### config.mk
export PLATFORM = sky130hd
export DESIGN_NAME = motor_pwm_driver
export DESIGN_NICKNAME = d
export VERILOG_FILES = /design/src/rtl/motor_pkg.sv /design/src/rtl/motor_pwm_driver_timebase.sv /design/src/rtl/motor_pwm_driver.sv
export SDC_FILE = /design/constraint.sdc
export NUM_CORES = 1
export LEC_CHECK = 0
export BUFFER_PORTS_ARGS = -buffer_cell sky130_fd_sc_hd__buf_4
export CAP_MARGIN = 5
export CORE_AREA = 3 3 97 99
export DETAILED_ROUTE_END_ITERATION = 10
export DIE_AREA = 0 0 100 102
export PLACE_DENSITY = 0.6
export RECOVER_POWER = 100
export SLEW_MARGIN = 5
export SYNTH_ARGS = -nofsm -noshare
export SYNTH_HDL_FRONTEND = slang
export SYNTH_SLANG_ARGS = --single-unit
### constraint.sdc
create_clock -name clk -period 6 [get_ports clk]
set_clock_uncertainty 0.15 [all_clocks]
set_input_delay 1.2 -clock clk [delete_from_list [all_inputs] [get_ports clk]]
set_output_delay 1.2 -clock clk [all_outputs]
set_load 0.01 [all_outputs]
### src/rtl/motor_pkg.sv
// Shared types and helpers for the H-bridge motor PWM driver.
package motor_pkg;

    typedef enum logic {
        DIR_FWD = 1'b0,
        DIR_REV = 1'b1
    } dir_t;

    typedef enum logic [1:0] {
        ST_IDLE,
        ST_RUN,
        ST_DEAD
    } state_t;

    // |speed| clamped to limit; the most negative command lands on the clamp too.
    function automatic logic [31:0] abs_sat(input logic signed [31:0] speed,
                                            input logic [31:0] limit);
        logic [31:0] mag;
        mag = speed[31] ? $unsigned(-speed) : $unsigned(speed);
        return (mag > limit) ? limit : mag;
    endfunction

endpackage

### src/rtl/motor_pwm_driver_timebase.sv
// PWM timebase: clk prescaler, period counter and a registered period_start pulse.
module pwm_timebase #(
    parameter int CLK_DIV = 50,
    parameter int PERIOD  = 1000,
    parameter int CNT_W   = 11
) (
    input  logic             clk,
    input  logic             reset,
    output logic [CNT_W-1:0] cnt,
    output logic             period_start
);
    localparam int PRE_W = (CLK_DIV > 1) ? $clog2(CLK_DIV) : 1;

    logic [PRE_W-1:0] pre;
    logic             tick;
    logic             wrap;

    assign tick = (pre == PRE_W'(CLK_DIV - 1));
    assign wrap = tick && (cnt == CNT_W'(PERIOD - 1));

    always_ff @(posedge clk or posedge reset) begin
        if (reset) begin
            pre          <= '0;
            cnt          <= '0;
            period_start <= 1'b0;
        end else begin
            pre          <= tick ? '0 : pre + PRE_W'(1);
            // pulse lines up with the first clk of cnt == 0
            period_start <= wrap;
            if (tick)
                cnt <= wrap ? '0 : cnt + CNT_W'(1);
        end
    end

endmodule

### src/rtl/motor_pwm_driver.sv
// One H-bridge channel: signed speed command -> PWM + INA/INB with reversal coast.
// Optional build macro MOTOR_SOFT_START_EN ramps the applied duty by RAMP_STEP per period.
module motor_pwm_driver
    import motor_pkg::*;
#(
    parameter int CLK_DIV          = 50,
    parameter int PERIOD           = 1000,
    parameter int DUTY_W           = 10,
    parameter int DEADTIME_PERIODS = 2,
    parameter int RAMP_STEP        = 10
) (
    input  logic            clk,
    input  logic            reset,
    input  logic            enable,
    input  logic            cmd_valid,
    output logic            cmd_ready,
    input  logic [DUTY_W:0] cmd_speed,
    output logic            pwm,
    output logic            ina,
    output logic            inb,
    output logic            period_start,
    output logic            busy
);
    localparam int CNT_W = DUTY_W + 1;
    localparam int DC_W  = $clog2(DEADTIME_PERIODS + 1);
    localparam logic [CNT_W-1:0] STEP = CNT_W'(RAMP_STEP);
`ifdef MOTOR_SOFT_START_EN
    localparam bit SOFT_START = 1'b1;
`else
    localparam bit SOFT_START = 1'b0;
`endif

    logic [CNT_W-1:0] cnt;
    state_t           state_q, state_d;
    dir_t             dir_q, dir_d, pend_dir_q, new_dir;
    logic [CNT_W-1:0] duty_q, duty_d, tgt_q, tgt_d, pend_mag_q, duty_base;
    logic [DC_W-1:0]  dead_q, dead_d;
    logic             pend_vld_q, apply;

    pwm_timebase #(.CLK_DIV(CLK_DIV), .PERIOD(PERIOD), .CNT_W(CNT_W)) u_tb (
        .clk          (clk),
        .reset        (reset),
        .cnt          (cnt),
        .period_start (period_start)
    );

    function automatic logic [CNT_W-1:0] ramp(input logic [CNT_W-1:0] cur, input logic [CNT_W-1:0] tgt);
        if (cur < tgt)
            return ((tgt - cur) > STEP) ? cur + STEP : tgt;
        return ((cur - tgt) > STEP) ? cur - STEP : tgt;
    endfunction

    assign cmd_ready = !pend_vld_q && (state_q != ST_DEAD);
    assign busy      = (state_q == ST_DEAD) || pend_vld_q || (SOFT_START && (duty_q != tgt_q));
    // a zero-speed command never flips the bridge
    assign new_dir   = (pend_mag_q == '0) ? dir_q : pend_dir_q;

    always_comb begin
        state_d   = state_q;
        dir_d     = dir_q;
        tgt_d     = tgt_q;
        duty_d    = duty_q;
        dead_d    = dead_q;
        apply     = 1'b0;
        duty_base = (state_q == ST_RUN) ? duty_q : '0;
        if (period_start) begin
            unique case (state_q)
                ST_IDLE: if (pend_vld_q) begin
                    state_d = ST_RUN;
                    dir_d   = new_dir;
                    tgt_d   = pend_mag_q;
                    apply   = 1'b1;
                end
                ST_RUN: if (pend_vld_q) begin
                    if (new_dir != dir_q) begin
                        state_d = ST_DEAD;
                        dead_d  = DC_W'(DEADTIME_PERIODS);
                    end else begin
                        tgt_d = pend_mag_q;
                        apply = 1'b1;
                    end
                end
                ST_DEAD: begin
                    if (dead_q <= DC_W'(1)) begin
                        state_d = ST_RUN;
                        dir_d   = new_dir;
                        tgt_d   = pend_mag_q;
                        apply   = 1'b1;
                    end else begin
                        dead_d = dead_q - DC_W'(1);
                    end
                end
                default: state_d = ST_IDLE;
            endcase
            if (state_d == ST_RUN)
                duty_d = SOFT_START ? ramp(duty_base, tgt_d) : tgt_d;
            else
                duty_d = '0;
        end
    end

    always_ff @(posedge clk or posedge reset) begin
        if (reset) begin
            state_q    <= ST_IDLE;
            dir_q      <= DIR_FWD;
            duty_q     <= '0;
            tgt_q      <= '0;
            dead_q     <= '0;
            pend_vld_q <= 1'b0;
            pend_dir_q <= DIR_FWD;
            pend_mag_q <= '0;
            pwm        <= 1'b0;
            ina        <= 1'b0;
            inb        <= 1'b0;
        end else begin
            state_q <= state_d;
            dir_q   <= dir_d;
            duty_q  <= duty_d;
            tgt_q   <= tgt_d;
            dead_q  <= dead_d;
            if (apply) begin
                pend_vld_q <= 1'b0;
            end else if (cmd_valid && cmd_ready) begin
                pend_vld_q <= 1'b1;
                pend_dir_q <= cmd_speed[DUTY_W] ? DIR_REV : DIR_FWD;
                pend_mag_q <= CNT_W'(abs_sat(32'($signed(cmd_speed)), 32'(PERIOD)));
            end
            pwm <= (state_q == ST_RUN) && enable && (cnt < duty_q);
            ina <= (state_d == ST_RUN) && (dir_d == DIR_FWD);
            inb <= (state_d == ST_RUN) && (dir_d == DIR_REV);
        end
    end

endmodule

==> results of run 1 <==
[metrics by stage]
stage	setup slack, ns	hold slack, ns	total power (uW)
global route	2.297	0.3689	801.7
finish	2.477	0.3377	766.5
CTS	2.778	0.3405	777.7
floorplan	2.714	0.3108	453.5
global placement	2.507	0.3247	466.9
detailed placement	2.420	0.3310	467.6
[power groups by stage]
stage / combinational (uW) / clock (uW) / sequential [uW]
after CTS: 48.8 / 318 / 411
after global placement: 48.0 / 0 / 419
final: 46.7 / 308 / 411
after detailed placement: 48.7 / 0 / 419
after floorplan: 34.6 / 0 / 419
after global routing: 52.3 / 339 / 411
[worst reg2reg max path, stage by stage, from the launching register on]
cell and delay, ns:
dfrtp_1 0.41, nor4_1 0.29, nand3_1 0.16, and3_1 0.21, o32ai_1 0.21, clkbuf_1 0.39, and2_0 0.61, mux2_2 0.41
[area by class of cell]
class,count,area [um^2],share of cell area
Clock buffer,13,148.9,0.04030
Clock inverter,2,10.01,0.002709
Inverter,32,120.1,0.03251
Multi-Input combinational cell,249,1619,0.4382
Sequential cell,61,1526,0.4131
Tap cell,108,135.1,0.03657
Timing Repair Buffer,22,135.1,0.03657
[kinds of logic (layout without fill, tap and decap cells)]
logic type,count (synthesis),count (layout),synth area share
and+or+nand+nor,135,135,0.2152
AOI/OAI and AO/OA,76,76,0.1521
DFF,61,61,0.4503
buffers and inverters,47,69,0.06423
xor gates and xnor gates,17,17,0.04393
adders and majority gates,15,15,0.05537
muxes,6,6,0.01883
[worst max path at each step]
stage                      start             to
global placement    cmd_speed[0]  pend_mag_q[6]
CTS                 cmd_speed[0]  pend_mag_q[6]
finish              cmd_speed[5]  pend_mag_q[1]
detailed placement  cmd_speed[0]  pend_mag_q[6]
floorplan           cmd_speed[0]  pend_mag_q[6]
global route        cmd_speed[5]  pend_mag_q[1]
[state kept, by name, indices dropped and copies added, names as in the netlist]
signal,count
ina,1
u_tb.pre,6
tgt_q,11
dead_q,2
duty_q,11
pwm,1
dir_q,1
u_tb.cnt,11
pend_mag_q,11
state_q,2
u_tb.period_start,1
inb,1
pend_dir_q,1
pend_vld_q,1
[per-layer routing]
metal | vias up | part of all wire | track usage
met5 | - | 0 | 0
met4 | 0 | 0.016 | 0.06632
met3 | 8 | 0.022 | 0.03208
met2 | 34 | 0.47 | 0.2391
met1 | 1217 | 0.49 | 0.1865
li1 | 1287 | - | -
[placed cells by master (no fill, tap or decap), drive strengths merged, types with 4 or more instances in the layout]
cell,netlist,final
nor2b,7,7
nand4,4,4
buf,7,12
clkbuf,8,23
xor2,10,10
dfrtp,61,61
nor3,7,7
inv,32,32
o211ai,11,11
a21oi,11,11
ha,15,15
and4,4,4
a21o,5,5
nand3,20,20
nor2,33,33
nand2b,4,4
nand2,32,32
xnor2,7,7
and3,6,6
o21ai,25,25
==> flow_summary.ini, run 1 <==
[run_status]
status = complete, no violations

[worst_setup_path]
cp.required_ns = 6.04
critPathMaxStageDelay_ns = 0.86
path_max_fanout = 8
path_buf_inv = 1
cp_slowest_cell = nor4_1
reg2reg_from = pend_mag_q[10]
critPathKind = in -> reg
arrival_ns = 3.56
reg2regPathDepth = 7
crit_family = compound AO/OA/AOI/OAI gates
cp-end-kind = flop
r2r_slack_ns = 3.05
critical_path_depth = 7
start_kind = input pin
crit_chain = clkbuf_1 > nor4_1 > a21oi_2 > o311a_1 > o21a_1 > a221oi_1 > a211oi_1
r2r_end = tgt_q[0]

[sta]
period_needed_ns = 3.523
drv_slew = 0
setup_tns_ns = 0
rsz0062_at_grt = no
relSlewSlack = 0.2988
hold_viol_final = 0
worst-slew-pin-transition_ns = 1.044
setup_violations = 0
max_freq_ghz = 0.2839
period_share = 0.5871

[floorplan]
die_w_um = 100
ioPinCount = 21
die_h_um = 102
initial_core_util = 0.3925
die_area_um2 = 10200
core_area_um2 = 8636
std_cell_rows = 34

[final_layout]
syn2layout_area_growth_pct = 9.007
fin_cells = 487
layout.filler_cells = 890
post-route-util = 0.4278
fin_area_um2 = 3695
drive_gt1_frac = 0.09499
nNetsFinal = 405
antenna_cells = 0

[power]
pwr-share-comb = 0.061
internal-power_uw = 587.0
ir_drop_uv = 84.22
switchingPower_uw = 179.5
pwr-share-clk = 0.402
power_switching_share = 0.2342
pwr_density_cell_nw_per_um2 = 207.5
power_frac_seq = 0.537
p_leak_uw = 0.001633

[logic_synthesis]
synth_top_cell_by_area = dfrtp_1
synthFlopType = dfrtp_1
synth_top_area_frac = 0.4504
syn-cell-area_um2 = 3390
synth-edff-count = 0
ys_ff_latch = 61
ys_top_cells_by_count = dfrtp_1, nor2_1, inv_1, nand2_1, o21ai_0
synth_most_common_cell = dfrtp_1
yosys.cell_types.count = 58
async_flop_share = 1.000
seq_area_frac_synth = 0.4504
syn_inst = 357
synthTopCellsByArea = dfrtp_1, ha_1, o21ai_0
syn_avg_cell_area_um2 = 9.494
synth_warnings = 0
syn-num-nets = 387

[cts]
post-cts-setup-buffers = 0
cts.clk_slew.worst_paths_ns = 0.07
clock_sinks = 61
root_buffer = clkbuf_8
cts_buffers = 9
clk_latency_ns = 0.33
hold_buffers = 0
cts_resized = 0
cts_tree = built
htreeDepth = 3
clk_path_buf_depth = 2

[routing]
drt-vias-per-instance = 5.228
drc = 0
drtPass1Iterations = 4
totalWireLength_mm = 6.848
routedWlPerCell_um = 14.06
drt_iter0_drc = 115
vias = 2546
detail-route-antenna-nets = 0

[place]
dp.cells = 472
dp_hpwl_mm = 4.898
placed_area_um2 = 3592
routabilityCongestion = 0.8165
io_buffers = 20

[min_path]
hold_path_depth = 2
holdCritPathClass = reg -> reg
hold_end = duty_q[6]
hp-start = tgt_q[6]

[global_routing]
grt_max_degree = 62
grt_overflow_total = 0
grt_pass1_wl_mm = 11.90
grt_use_total = 0.1463
grt_pass1_vias = 2494
antenna_found_initial = 0

[run]
maxCapViolations = 0
Note: power is estimated with default switching activity, not from simulation.
==> inputs of run 2 (changes only) <==
Settings changed: PLACE_DENSITY 0.6 to 0.62.
Clock period 6 ns to 2.8 ns, I/O delays scaled along.
==> flow_summary.ini, run 2 (synthesis gave the netlist of run 1 again) <==
[worst_setup_path]
path_max_fanout = 8
r2r_slack_ns = 0.47
reg2reg_from = pend_mag_q[4]
cp.required_ns = 2.92
setup.worst_path.end = pend_mag_q[6]
start_kind = input pin
critical_path_depth = 10
reg2regPathDepth = 7
path_buf_inv = 3
cp-end-kind = flop
crit_family = compound AO/OA/AOI/OAI gates
cp_slowest_cell = a221oi_2
crit_chain = buf_4 > inv_1 > ha_1 > clkbuf_1 > nor4b_1 > and3_2 > o311a_1 > o21a_1 > a221oi_2 > a211o_1
arrival_ns = 2.58
critPathMaxStageDelay_ns = 0.38
r2r_end = duty_q[5]
critPathKind = in -> reg
timing.critical_path.from = cmd_speed[0]

[min_path]
holdCritPathClass = in -> async

[routing]
drtPass1Iterations = 4
totalWireLength_mm = 6.855
detail-route-antenna-nets = 0
drt_iter0_drc = 176
drc = 0
vias = 2615
routedWlPerCell_um = 13.93
drt-vias-per-instance = 5.315

[sta]
relSlewSlack = 0.2732
worst-slew-pin-transition_ns = 1.082
period_share = 0.8783
rsz0062_at_grt = no
worst_slack_ns = 0.3408
drv_slew = 0
max_freq_ghz = 0.4066
setup_violations = 0
period_needed_ns = 2.459
setup_tns_ns = 0
hold_viol_final = 0

[floorplan]
initial_core_util = 0.3925
ioPinCount = 21
die_w_um = 100
core_area_um2 = 8636
std_cell_rows = 34
die_h_um = 102
die_area_um2 = 10200

[cts]
root_buffer = clkbuf_8
clock_sinks = 61
clk_path_buf_depth = 2
post-cts-setup-buffers = 0
hold_buffers = 0
cts_resized = 0
cts_tree = built
cts.clk_slew.worst_paths_ns = 0.07
cts_buffers = 9
htreeDepth = 3
clk_latency_ns = 0.33

[global_routing]
grt_max_degree = 45
antenna_found_initial = 0
grt_use_total = 0.1459
grt_pass1_wl_mm = 12.07
grt_overflow_total = 0
grt_pass1_vias = 2584

[place]
io_buffers = 20
dp_slack_ns = 0.001671
placed_area_um2 = 3635
routabilityCongestion = 0.8163
dp_hpwl_mm = 4.940

[final_layout]
fin_area_um2 = 3782
nNetsFinal = 409
syn2layout_area_growth_pct = 11.59
mostFrequentLayoutCell = dfrtp_1
antenna_cells = 0
drive_gt1_frac = 0.1068
post-route-util = 0.4380
layout_common_cells = dfrtp_1, nor2_1, inv_1, nand2_1, o21ai_0

[run]
maxCapViolations = 0

[power]
pwr_density_cell_nw_per_um2 = 478.5
p_leak_uw = 0.001666
ir_drop_uv = 201.3

[run_status]
status = complete, no violations
## run 2: changes by cell type in the layout (fill, tap and decap cells not counted), sizes merged
cell / change
buf: +2
bufinv: +2
clkbuf: +1
clkinv: -1
clkinvlp: +1
## run 2: power by group
part | internal [uW] | switching [uW] | total (uW)
clock | 501 | 325 | 826
combinational | 38.6 | 64.2 | 103
sequential | 881 | 0 | 881
total | 1420 | 389 | 1810
## run 2: how the worst min path moves through the flow
stage | slack, ns | to | cells after the start | startpoint
finish | 0.18 | inb | 2 | reset
global route | 0.24 | inb | 2 | reset
CTS | 0.07 | inb | 2 | reset
detailed placement | 0.33 | duty_q[8] | 2 | tgt_q[8]
global placement | 0.33 | duty_q[1] | 2 | tgt_q[1]
floorplan | 0.31 | u_tb.pre[0] | 1 | u_tb.pre[0]
## run 2: cell type report
class                      count  area [um^2]
tap                          108        135.1
clock buffer                  12        135.1
clock inverter                 4        72.57
fill                         872         4853
inverter                      32        120.1
sequential                    61         1526
multi-input combinational    249         1637
timing repair buffer          26        156.4
## run 2: through the flow
stage	total power, uW	hold WS, ns	std cells
floorplan	971.8	0.3108	357
global placement	1004	0.3275	476
detailed placement	1006	0.3342	476
CTS	1836	0.06906	492
global route	1886	0.2449	492
finish	1810	0.1810	492
## run 2: layer usage
metal / up-vias / part of all wire / track usage
li1: 1304 / - / -
met3: 8 / 0.035 / 0.03891
met4: 0 / 0.012 / 0.03731
met5: - / 0 / 0
met1: 1260 / 0.48 / 0.1821
met2: 43 / 0.47 / 0.2524
==> inputs of run 3 (changes only) <==
Settings changed: CORE_AREA 3 3 97 99 to 3 3 103 105, DIE_AREA 0 0 100 102 to 0 0 106 108, PLACE_DENSITY 0.62 to 0.57, RECOVER_POWER 100 to not set.
==> flow_summary.ini, run 3 (synthesis gave the netlist of run 1 again) <==
[routing]
drt-vias-per-instance = 4.906
vias = 2551
drtPass1Iterations = 4
drc = 0
detail-route-antenna-nets = 0
drt_iter0_drc = 154
routedWlPerCell_um = 13.38
totalWireLength_mm = 6.959

[sta]
period_share = 0.8326
hold_viol_final = 0
setup_violations = 0
worst-slew-pin-transition_ns = 0.5880
rsz0062_at_grt = no
setup_tns_ns = 0
relSlewSlack = 0.6074
period_needed_ns = 2.331
max_freq_ghz = 0.4290
drv_slew = 0

[final_layout]
syn2layout_area_growth_pct = 14.54
ff_latch_area_um2 = 1526
mostFrequentLayoutCell = dfrtp_1
nNetsFinal = 413
antenna_cells = 0
drive_gt1_frac = 0.1550
layout_common_cells = dfrtp_1, nor2_1, nand2_1
fin_cells = 520
multi_input_area_um2 = 1645
layout.filler_cells = 995

[worst_setup_path]
critPathMaxStageDelay_ns = 0.36
cp.required_ns = 2.88
cp-end-kind = flop
cpMostUsedCell = buf_4
critPathKind = in -> reg
crit_family = compound AO/OA/AOI/OAI gates
arrival_ns = 2.41
path_buf_inv = 3
cp_slowest_cell = or3b_1
crit_chain = buf_4 > inv_1 > ha_1 > or3b_1 > a221oi_1 > buf_4 > nor4b_4 > a221oi_2 > a211o_1
start_kind = input pin
path_max_fanout = 8

[power]
power_switching_share = 0.2293
power_frac_seq = 0.494
internal-power_uw = 1376
switchingPower_uw = 409.3
pwr-share-comb = 0.061
p_leak_uw = 0.001722
ir_drop_uv = 187.4
pwr_density_cell_nw_per_um2 = 459.7
pwr-share-clk = 0.446

[cts]
post-cts-setup-buffers = 0
hold_buffers = 0
cts.clk_slew.worst_paths_ns = 0.07
cts_resized = 0
clock_sinks = 61
clk_path_buf_depth = 2
root_buffer = clkbuf_8
cts_buffers = 9
htreeDepth = 3
clk_latency_ns = 0.34
cts_tree = built

[global_routing]
grt_max_degree = 30
grt_pass1_vias = 2514
grt_pass1_wl_mm = 11.98
grt_overflow_total = 0
grt_use_total = 0.1306
antenna_found_initial = 0

[run]
maxCapViolations = 0

[floorplan]
initial_core_util = 0.3484
ioPinCount = 21
die_w_um = 106
die_h_um = 108
die_area_um2 = 11450
std_cell_rows = 36
core_area_um2 = 9729

[place]
dp.cells = 505
dp_hpwl_mm = 5.069
routabilityCongestion = 0.8902
io_buffers = 20

[run_status]
status = complete, no violations

[min_path]
holdCritPathClass = in -> async
==> run 3: per-layer routing <==
metal | track usage | vias to the layer above | part of all wire
met1 | 0.1721 | 1207 | 0.49
met2 | 0.2072 | 34 | 0.46
li1 | - | 1296 | -
met3 | 0.03164 | 14 | 0.033
met5 | 0 | - | 0
met4 | 0.05365 | 0 | 0.020
==> run 3: metrics by stage <==
stage / cell area (um^2) / util / hold WS [ns] / worst slack (ns) / power [uW]
final: 3882 / 0.3990 / 0.1346 / 0.4688 / 1785
after global routing: 3882 / 0.3990 / 0.1764 / 0.2888 / 1857
after CTS: 3882 / 0.3990 / 0.1426 / 0.4739 / 1813
after detailed placement: 3684 / 0.3786 / 0.3319 / 0.1067 / 1008
after global placement: 3684 / 0.3786 / 0.3266 / 0.1523 / 1006
after floorplan: 3390 / - / 0.3108 / 0.1543 / 971.8
==> run 3: power by group through the flow <==
stage | clock network, uW | registers [uW] | logic (uW)
after detailed placement | 0 | 898 | 110
after CTS | 822 | 881 | 111
final | 796 | 881 | 108
after global placement | 0 | 898 | 108
after global routing | 855 | 880 | 122
after floorplan | 0 | 898 | 74.1
==> run 3: cell type report <==
type                    instances  share of cell area
multi-input cells             249              0.4238
flip-flops and latches         61              0.3932
repair buffers                 30             0.05801
well taps                     133             0.04286
clock buffers                  11             0.03899
inverters                      32             0.03094
clock inverters                 4             0.01225
==> run 3: worst paths after layout <==
path / slack [ns] / end / depth (start not counted) / from
hold / removal: 0.13 / duty_q[2] / 2 / reset
hold reg to reg: 0.34 / u_tb.pre[0] / 1 / u_tb.pre[0]
setup / recovery: 0.47 / pend_mag_q[6] / 9 / cmd_speed[1]
min in group clk: 0.34 / u_tb.pre[0] / 1 / u_tb.pre[0]
max in group asynchronous: 1.69 / pwm / 3 / reset
setup reg to reg: 0.61 / tgt_q[0] / 6 / pend_mag_q[4]
==> run 3: worst reg2reg max path, stage by stage, from the launching register on <==
cell	delay, ns
dfrtp_1	0.41
nor4_1	0.31
nand3_1	0.17
and3_1	0.21
o32ai_1	0.29
and2_1	0.20
mux2_2	0.33
